## src/rtl/riscy_pkg.sv

```systemverilog
// Shared types for the fetch stage: FSM states, FIFO entry layout, PC increment.
package riscy_pkg;

  typedef enum logic [1:0] {
    BOOT   = 2'd0,
    RUN    = 2'd1,
    HALTED = 2'd2
  } fetch_state_e;

  typedef struct packed {
    logic [31:0] pc;
    logic [31:0] instr;
  } fetch_entry_t;

  localparam logic [31:0] PC_STEP = 32'd4;

endpackage

```

## src/rtl/fetch_fifo.sv

```systemverilog
// Flushable synchronous FIFO of {pc, instr} entries. Flush wins over push.
// head_o reads as all-zero while the FIFO is empty.
module fetch_fifo
  import riscy_pkg::*;
#(
  parameter int unsigned Depth = 2,
  parameter int unsigned CntW  = $clog2(Depth + 1)
) (
  input  logic               clk,
  input  logic               rst_n,
  input  logic               push_i,
  input  fetch_entry_t       entry_i,
  input  logic               pop_i,
  input  logic               flush_i,
  output logic [CntW-1:0]    count_o,
  output logic               empty_o,
  output fetch_entry_t       head_o
);

  localparam int unsigned PtrW = (Depth > 1) ? $clog2(Depth) : 1;

  logic [PtrW-1:0] rd_q, rd_d, wr_q, wr_d;
  logic [CntW-1:0] cnt_q, cnt_d;
  fetch_entry_t    mem_q [Depth];
  logic            full, do_push, do_pop;

  function automatic logic [PtrW-1:0] ptr_inc(input logic [PtrW-1:0] p);
    return (p == PtrW'(Depth - 1)) ? '0 : p + PtrW'(1);
  endfunction

  assign empty_o = (cnt_q == '0);
  assign full    = (cnt_q == CntW'(Depth));
  assign do_pop  = pop_i & ~empty_o;
  // A push into a full FIFO is only taken when the head leaves the same cycle.
  assign do_push = push_i & (~full | do_pop);
  assign count_o = cnt_q;
  assign head_o  = empty_o ? '0 : mem_q[rd_q];

  // Pointer and occupancy next-state.
  always_comb begin
    rd_d  = rd_q;
    wr_d  = wr_q;
    cnt_d = cnt_q;
    if (flush_i) begin
      rd_d  = '0;
      wr_d  = '0;
      cnt_d = '0;
    end else begin
      if (do_pop)  rd_d = ptr_inc(rd_q);
      if (do_push) wr_d = ptr_inc(wr_q);
      cnt_d = cnt_q + CntW'(do_push) - CntW'(do_pop);
    end
  end

  // Pointer and occupancy registers.
  always_ff @(posedge clk) begin
    if (!rst_n) begin
      rd_q  <= '0;
      wr_q  <= '0;
      cnt_q <= '0;
    end else begin
      rd_q  <= rd_d;
      wr_q  <= wr_d;
      cnt_q <= cnt_d;
    end
  end

  // Entry storage; contents are don't-care until written.
  always_ff @(posedge clk) begin
    if (do_push && !flush_i) mem_q[wr_q] <= entry_i;
  end

endmodule

```

## src/rtl/fetch.sv

```systemverilog
// Instruction fetch stage: PC ownership, single-outstanding imem reads,
// buffered delivery to decode, redirect flush.
// Optional macro FETCH_PERF_EN adds pop and stall performance counters.
module fetch
  import riscy_pkg::*;
#(
  parameter logic [31:0] RESET_PC = 32'h0000_0000,
  parameter int unsigned DEPTH    = 2
) (
  input  logic        clk,
  input  logic        rst_n,
  output logic        imem_req_o,
  output logic [31:0] imem_addr_o,
  input  logic        imem_ready_i,
  input  logic        imem_rvalid_i,
  input  logic [31:0] imem_rdata_i,
  output logic        instr_valid_o,
  output logic [31:0] instr_o,
  output logic [31:0] pc_o,
  input  logic        instr_ready_i,
  input  logic        redirect_i,
  input  logic [31:0] redirect_pc_i,
  input  logic        halt_i
`ifdef FETCH_PERF_EN
  ,
  output logic [31:0] perf_fetched_o,
  output logic [31:0] perf_stall_o
`endif
);

  localparam int unsigned CntW = $clog2(DEPTH + 1);

  fetch_state_e    state_q, state_d;
  logic [31:0]     pc_q, pc_d, tag_q, tag_d;
  logic            inflight_q, inflight_d, squash_q, squash_d;
  logic            run, pop, accept, resp, push;
  logic [31:0]     occ;
  logic [CntW-1:0] fifo_count;
  logic            fifo_empty;
  fetch_entry_t    fifo_head, push_entry;

  // FSM state register.
  always_ff @(posedge clk) begin
    if (!rst_n) state_q <= BOOT;
    else        state_q <= state_d;
  end

  // FSM next state: every state leaves for HALTED or RUN based on halt_i.
  always_comb begin
    state_d = state_q;
    unique case (state_q)
      BOOT:    state_d = halt_i ? HALTED : RUN;
      RUN:     state_d = halt_i ? HALTED : RUN;
      HALTED:  state_d = halt_i ? HALTED : RUN;
      default: state_d = BOOT;
    endcase
  end

  // FSM output decode.
  always_comb begin
    run = (state_q == RUN);
  end

  // Handshakes: room counts buffered entries plus the outstanding read.
  always_comb begin
    instr_valid_o = ~fifo_empty & ~redirect_i;
    pop           = instr_valid_o & instr_ready_i;
    occ           = 32'(fifo_count) + {31'b0, inflight_q} - {31'b0, pop};
    imem_req_o    = run & ~redirect_i & (occ < DEPTH);
    imem_addr_o   = pc_q;
    accept        = imem_req_o & imem_ready_i;
    resp          = imem_rvalid_i & inflight_q;
    push          = resp & ~squash_q & ~redirect_i;
    push_entry    = '{pc: tag_q, instr: imem_rdata_i};
    instr_o       = fifo_head.instr;
    pc_o          = fifo_head.pc;
  end

  // PC, tag and outstanding-read tracking.
  always_comb begin
    pc_d       = pc_q;
    tag_d      = accept ? pc_q : tag_q;
    inflight_d = accept | (inflight_q & ~imem_rvalid_i);
    squash_d   = squash_q;
    if (redirect_i) begin
      pc_d     = redirect_pc_i & ~32'h3;
      // Only a read still outstanding after this cycle needs discarding later.
      squash_d = inflight_q & ~imem_rvalid_i;
    end else begin
      if (accept) pc_d = pc_q + PC_STEP;
      if (resp)   squash_d = 1'b0;
    end
  end

  // Datapath registers.
  always_ff @(posedge clk) begin
    if (!rst_n) begin
      pc_q       <= RESET_PC;
      tag_q      <= '0;
      inflight_q <= 1'b0;
      squash_q   <= 1'b0;
    end else begin
      pc_q       <= pc_d;
      tag_q      <= tag_d;
      inflight_q <= inflight_d;
      squash_q   <= squash_d;
    end
  end

  fetch_fifo #(
    .Depth (DEPTH),
    .CntW  (CntW)
  ) u_fifo (
    .clk     (clk),
    .rst_n   (rst_n),
    .push_i  (push),
    .entry_i (push_entry),
    .pop_i   (pop),
    .flush_i (redirect_i),
    .count_o (fifo_count),
    .empty_o (fifo_empty),
    .head_o  (fifo_head)
  );

`ifdef FETCH_PERF_EN
  logic [31:0] perf_fetched_q, perf_stall_q;

  // Counters; valid is already low in a redirect cycle so neither counts there.
  always_ff @(posedge clk) begin
    if (!rst_n) begin
      perf_fetched_q <= '0;
      perf_stall_q   <= '0;
    end else begin
      if (pop)                            perf_fetched_q <= perf_fetched_q + 32'd1;
      if (instr_valid_o && !instr_ready_i) perf_stall_q  <= perf_stall_q + 32'd1;
    end
  end

  assign perf_fetched_o = perf_fetched_q;
  assign perf_stall_o   = perf_stall_q;
`endif

endmodule

```

## config.mk

```make
export PLATFORM = sky130hd
export DESIGN_NAME = fetch
export DESIGN_NICKNAME = d
export VERILOG_FILES = /design/src/rtl/riscy_pkg.sv /design/src/rtl/fetch_fifo.sv /design/src/rtl/fetch.sv
export SDC_FILE = /design/constraint.sdc
export NUM_CORES = 1
export LEC_CHECK = 0
export ABC_AREA = 0
export BUFFER_PORTS_ARGS = -buffer_cell sky130_fd_sc_hd__buf_2
export CAP_MARGIN = 20
export CELL_PAD_IN_SITES_DETAIL_PLACEMENT = 1
export CELL_PAD_IN_SITES_GLOBAL_PLACEMENT = 1
export CORE_MARGIN = 10
export CORE_UTILIZATION = 39
export CTS_CLUSTER_SIZE = 20
export DETAILED_ROUTE_END_ITERATION = 10
export MAX_ROUTING_LAYER = met4
export PLACE_DENSITY_LB_ADDON = 0.1
export SYNTH_ARGS = -nofsm -noshare
export SYNTH_HDL_FRONTEND = slang
export SYNTH_HIERARCHICAL = 1
export SYNTH_SLANG_ARGS = --single-unit
```

## constraint.sdc

```tcl
create_clock -name clk -period 6.7 [get_ports clk]
set_input_delay 1.005 -clock clk [delete_from_list [all_inputs] [get_ports clk]]
set_output_delay 1.005 -clock clk [all_outputs]
set_load 0.01 [all_outputs]
```

==> qor.yml <==
run_status:
  status: "complete, no violations"
timing:
  fin_crit_sh_pct: 67.5
  tightest_slew_ns: 1.01
  finalSetupViolCount: 0
  whs_ns: 0.460
  relSlewSlack_pct: 32.8
  tns_ns: 0
  rsz0062_at_grt: "no"
  max_freq_mhz: 221
  slew_viol_final: 0
  finalHoldViolations: 0
  fin_crit_ns: 4.52
  fin_skew_ns: 0.0159
setup_path:
  crit_path_end_kind: "register"
  path_max_fanout: 27
  critical_path_class: "in -> reg"
  required_ns: 7.06
  cp_data_arrival_time_ns: 4.88
  cp-start-kind: "input pin"
clock_network:
  cts_tree: "built"
  clk_pin_slew_ns: 0.07
  clock_sinks: 197
  cts_setup_buffers: 0
  cts_resized: 0
  clockBufferDepth: 2
  cts_root_buf: "clkbuf_16"
  cts_htree_levels: 4
  cts_made_buffers: 17
  clk_latency_ns: 0.43
  hold_buffers: 0
finish:
  nFillCells: 2324
  final_common_cell: "buf_2"
  final_cell_mix: "buf_2 (164), edfxtp_1 (128), nand2_1 (97)"
  multiInputGateArea_um2: 2730
  drive_gt1_share_pct: 25.0
  final_nets: 922
  synthToLayoutAreaGrowth_pct: 18.5
  ff_latch_area_um2: 5230
routing:
  wl_um: 21500
  vias: 5800
  drt_iter0_drc: 285
  viasPerCell: 5.11
  drc: 0
  first_pass_iters: 4
  ant_nets: 0
  wl_per_cell_um: 19.0
place:
  port_buffers: 164
  dp_hpwl_um: 14500
  gp_congestion: 0.808
global_routing:
  grt-ovfl-total: 0
  grt_pass1_vias: 6063
  antenna_found_initial: 0
  grt_start_max_net_pins: 66
  grt_pass1_wl_um: 34000
  track_usage_pct: 15.8
pwr:
  power.density_nw_per_um2: 245
  irDropWorstVdd_uv: 171
  p_total_mw: 2.41
  power.leakage_nw: 3.48
die:
  die_y_um: 166
  ioPinCount: 169
  die_area_um2: 27400
  coreArea_um2: 21000
  initial_core_util_pct: 39.5
  row_count: 53
  die_w_um: 166
synth:
  synth_cell_types: 56
  synth_top_area_share_pct: 46.4
  async_flop_share_pct: 0
  synth-seq-cells: 197
  synth_seq_area_share_pct: 63.1
  synth_warnings: 6
  synth_ff_type: "edfxtp_1"
  synth_top_area_cell: "edfxtp_1"
  syn_avg_cell_area_um2: 11.9
  synth_cells: 695
  synth-edff-count: 128
  syn-cell-area_um2: 8280
  synthTopCellsByArea: "edfxtp_1 (46%), dfxtp_1 (17%), mux2i_1 (7.9%)"
run:
  drv_cap: 0
worst_hold_path:
  hold_path_class: "reg -> reg"
## flip-flops by register name, summed over array words and instances (netlist names), named ones only
| name | count |
|---|---|
| u_fifo/mem_q | 128 |
| imem_addr_o | 30 |
| tag_q | 30 |
| state_q | 2 |
| u_fifo/count_o | 2 |
| inflight_q | 1 |
| squash_q | 1 |
| u_fifo/rd_q | 1 |
| u_fifo/wr_q | 1 |
## through the flow
step | worst slack, ns | instance area, µm² | instances | util, %
finish | 2.18 | 9810 | 1136 | 46.8
global route | 1.96 | 9800 | 1135 | 46.8
CTS | 2.11 | 9780 | 1134 | 46.7
detailed placement | 1.67 | 9210 | 1102 | 44.0
global placement | 1.81 | 9210 | 1102 | 44.0
floorplan | 1.86 | 8310 | 700 | -
## routing by layer
| metal | vias up | global-route usage, % | part of all wire [%] |
|---|---|---|---|
| met5 | - | - | 0 |
| met4 | 0 | 3.85 | 0.98 |
| met3 | 17 | 3.74 | 3.9 |
| met2 | 148 | 25.4 | 49 |
| met1 | 2820 | 19.6 | 46 |
| li1 | 2815 | - | - |
## worst max-delay path, cell delays in order
cell and delay (ns):
buf_2 0.10, or3b_1 0.51, or2_2 0.35, a21boi_0 0.25
fa_1 0.51, nor4b_4 0.36, o2111ai_4 0.51, buf_4 0.43
nor4_1 0.34, mux2_1 0.36, a21oi_1 0.13
## cells by family (layout without fill, tap and decap cells)
| kind of cell | count (synthesis) | count (layout) | synth area share, % |
|---|---|---|---|
| mux | 69 | 69 | 8.41 |
| other cells | 1 | 7 | 0.0453 |
| simple gates | 246 | 246 | 13.6 |
| buf+inv | 55 | 215 | 4.52 |
| fa+ha+maj | 4 | 4 | 0.695 |
| flops | 197 | 197 | 63.1 |
| xor+xnor | 9 | 9 | 0.952 |
| compound gates | 114 | 114 | 8.63 |
## power breakdown
| group | switching [mW] | total (mW) | internal (mW) |
|---|---|---|---|
| Clock | 0.463 | 0.988 | 0.525 |
| Sequential | 0.0228 | 1.32 | 1.30 |
| Combinational | 0.0565 | 0.0968 | 0.0403 |
| Total | 0.542 | 2.41 | 1.86 |
## worst paths after layout
| check | start | endpoint | slack, ns | cells past startpoint |
|---|---|---|---|---|
| setup / recovery | redirect_i | imem_addr_o[22] | 2.18 | 11 |
| hold / removal | tag_q[26] | u_fifo/mem_q[0][58] | 0.46 | 0 |
| setup reg to reg | u_fifo/count_o[0] | imem_addr_o[22] | 2.28 | 11 |
| hold reg to reg | tag_q[26] | u_fifo/mem_q[0][58] | 0.46 | 0 |
## cell usage after synthesis, types with 4 or more instances
cell type  instances
nor3_1            15
or4_1              4
dfxtp_1           69
and3_1             4
a21oi_1           56
buf_6             17
buf_4              8
nor2_1            73
xnor2_1            6
nand2_1           97
and4_1             5
o21ai_1            9
nor4_1             4
clkbuf_1          11
a22oi_1            8
nand3_1           18
nor3b_1            4
inv_1             10
a31oi_1           10
buf_2              7
edfxtp_1         128
o21ai_0            8
nand4_1            6
or3_1              4
mux2i_1           65
## final cells by class
class / instances / share of cell area [%]
flip-flops and latches: 197 / 53.3
multi-input cells: 448 / 27.8
clock buffers: 18 / 4.38
diodes: 1 / 0.0255
repair buffers: 172 / 9.11
inverters: 11 / 0.421
well taps: 275 / 3.51
clock inverters: 14 / 1.44
Note: power is estimated with default switching activity, not from simulation.
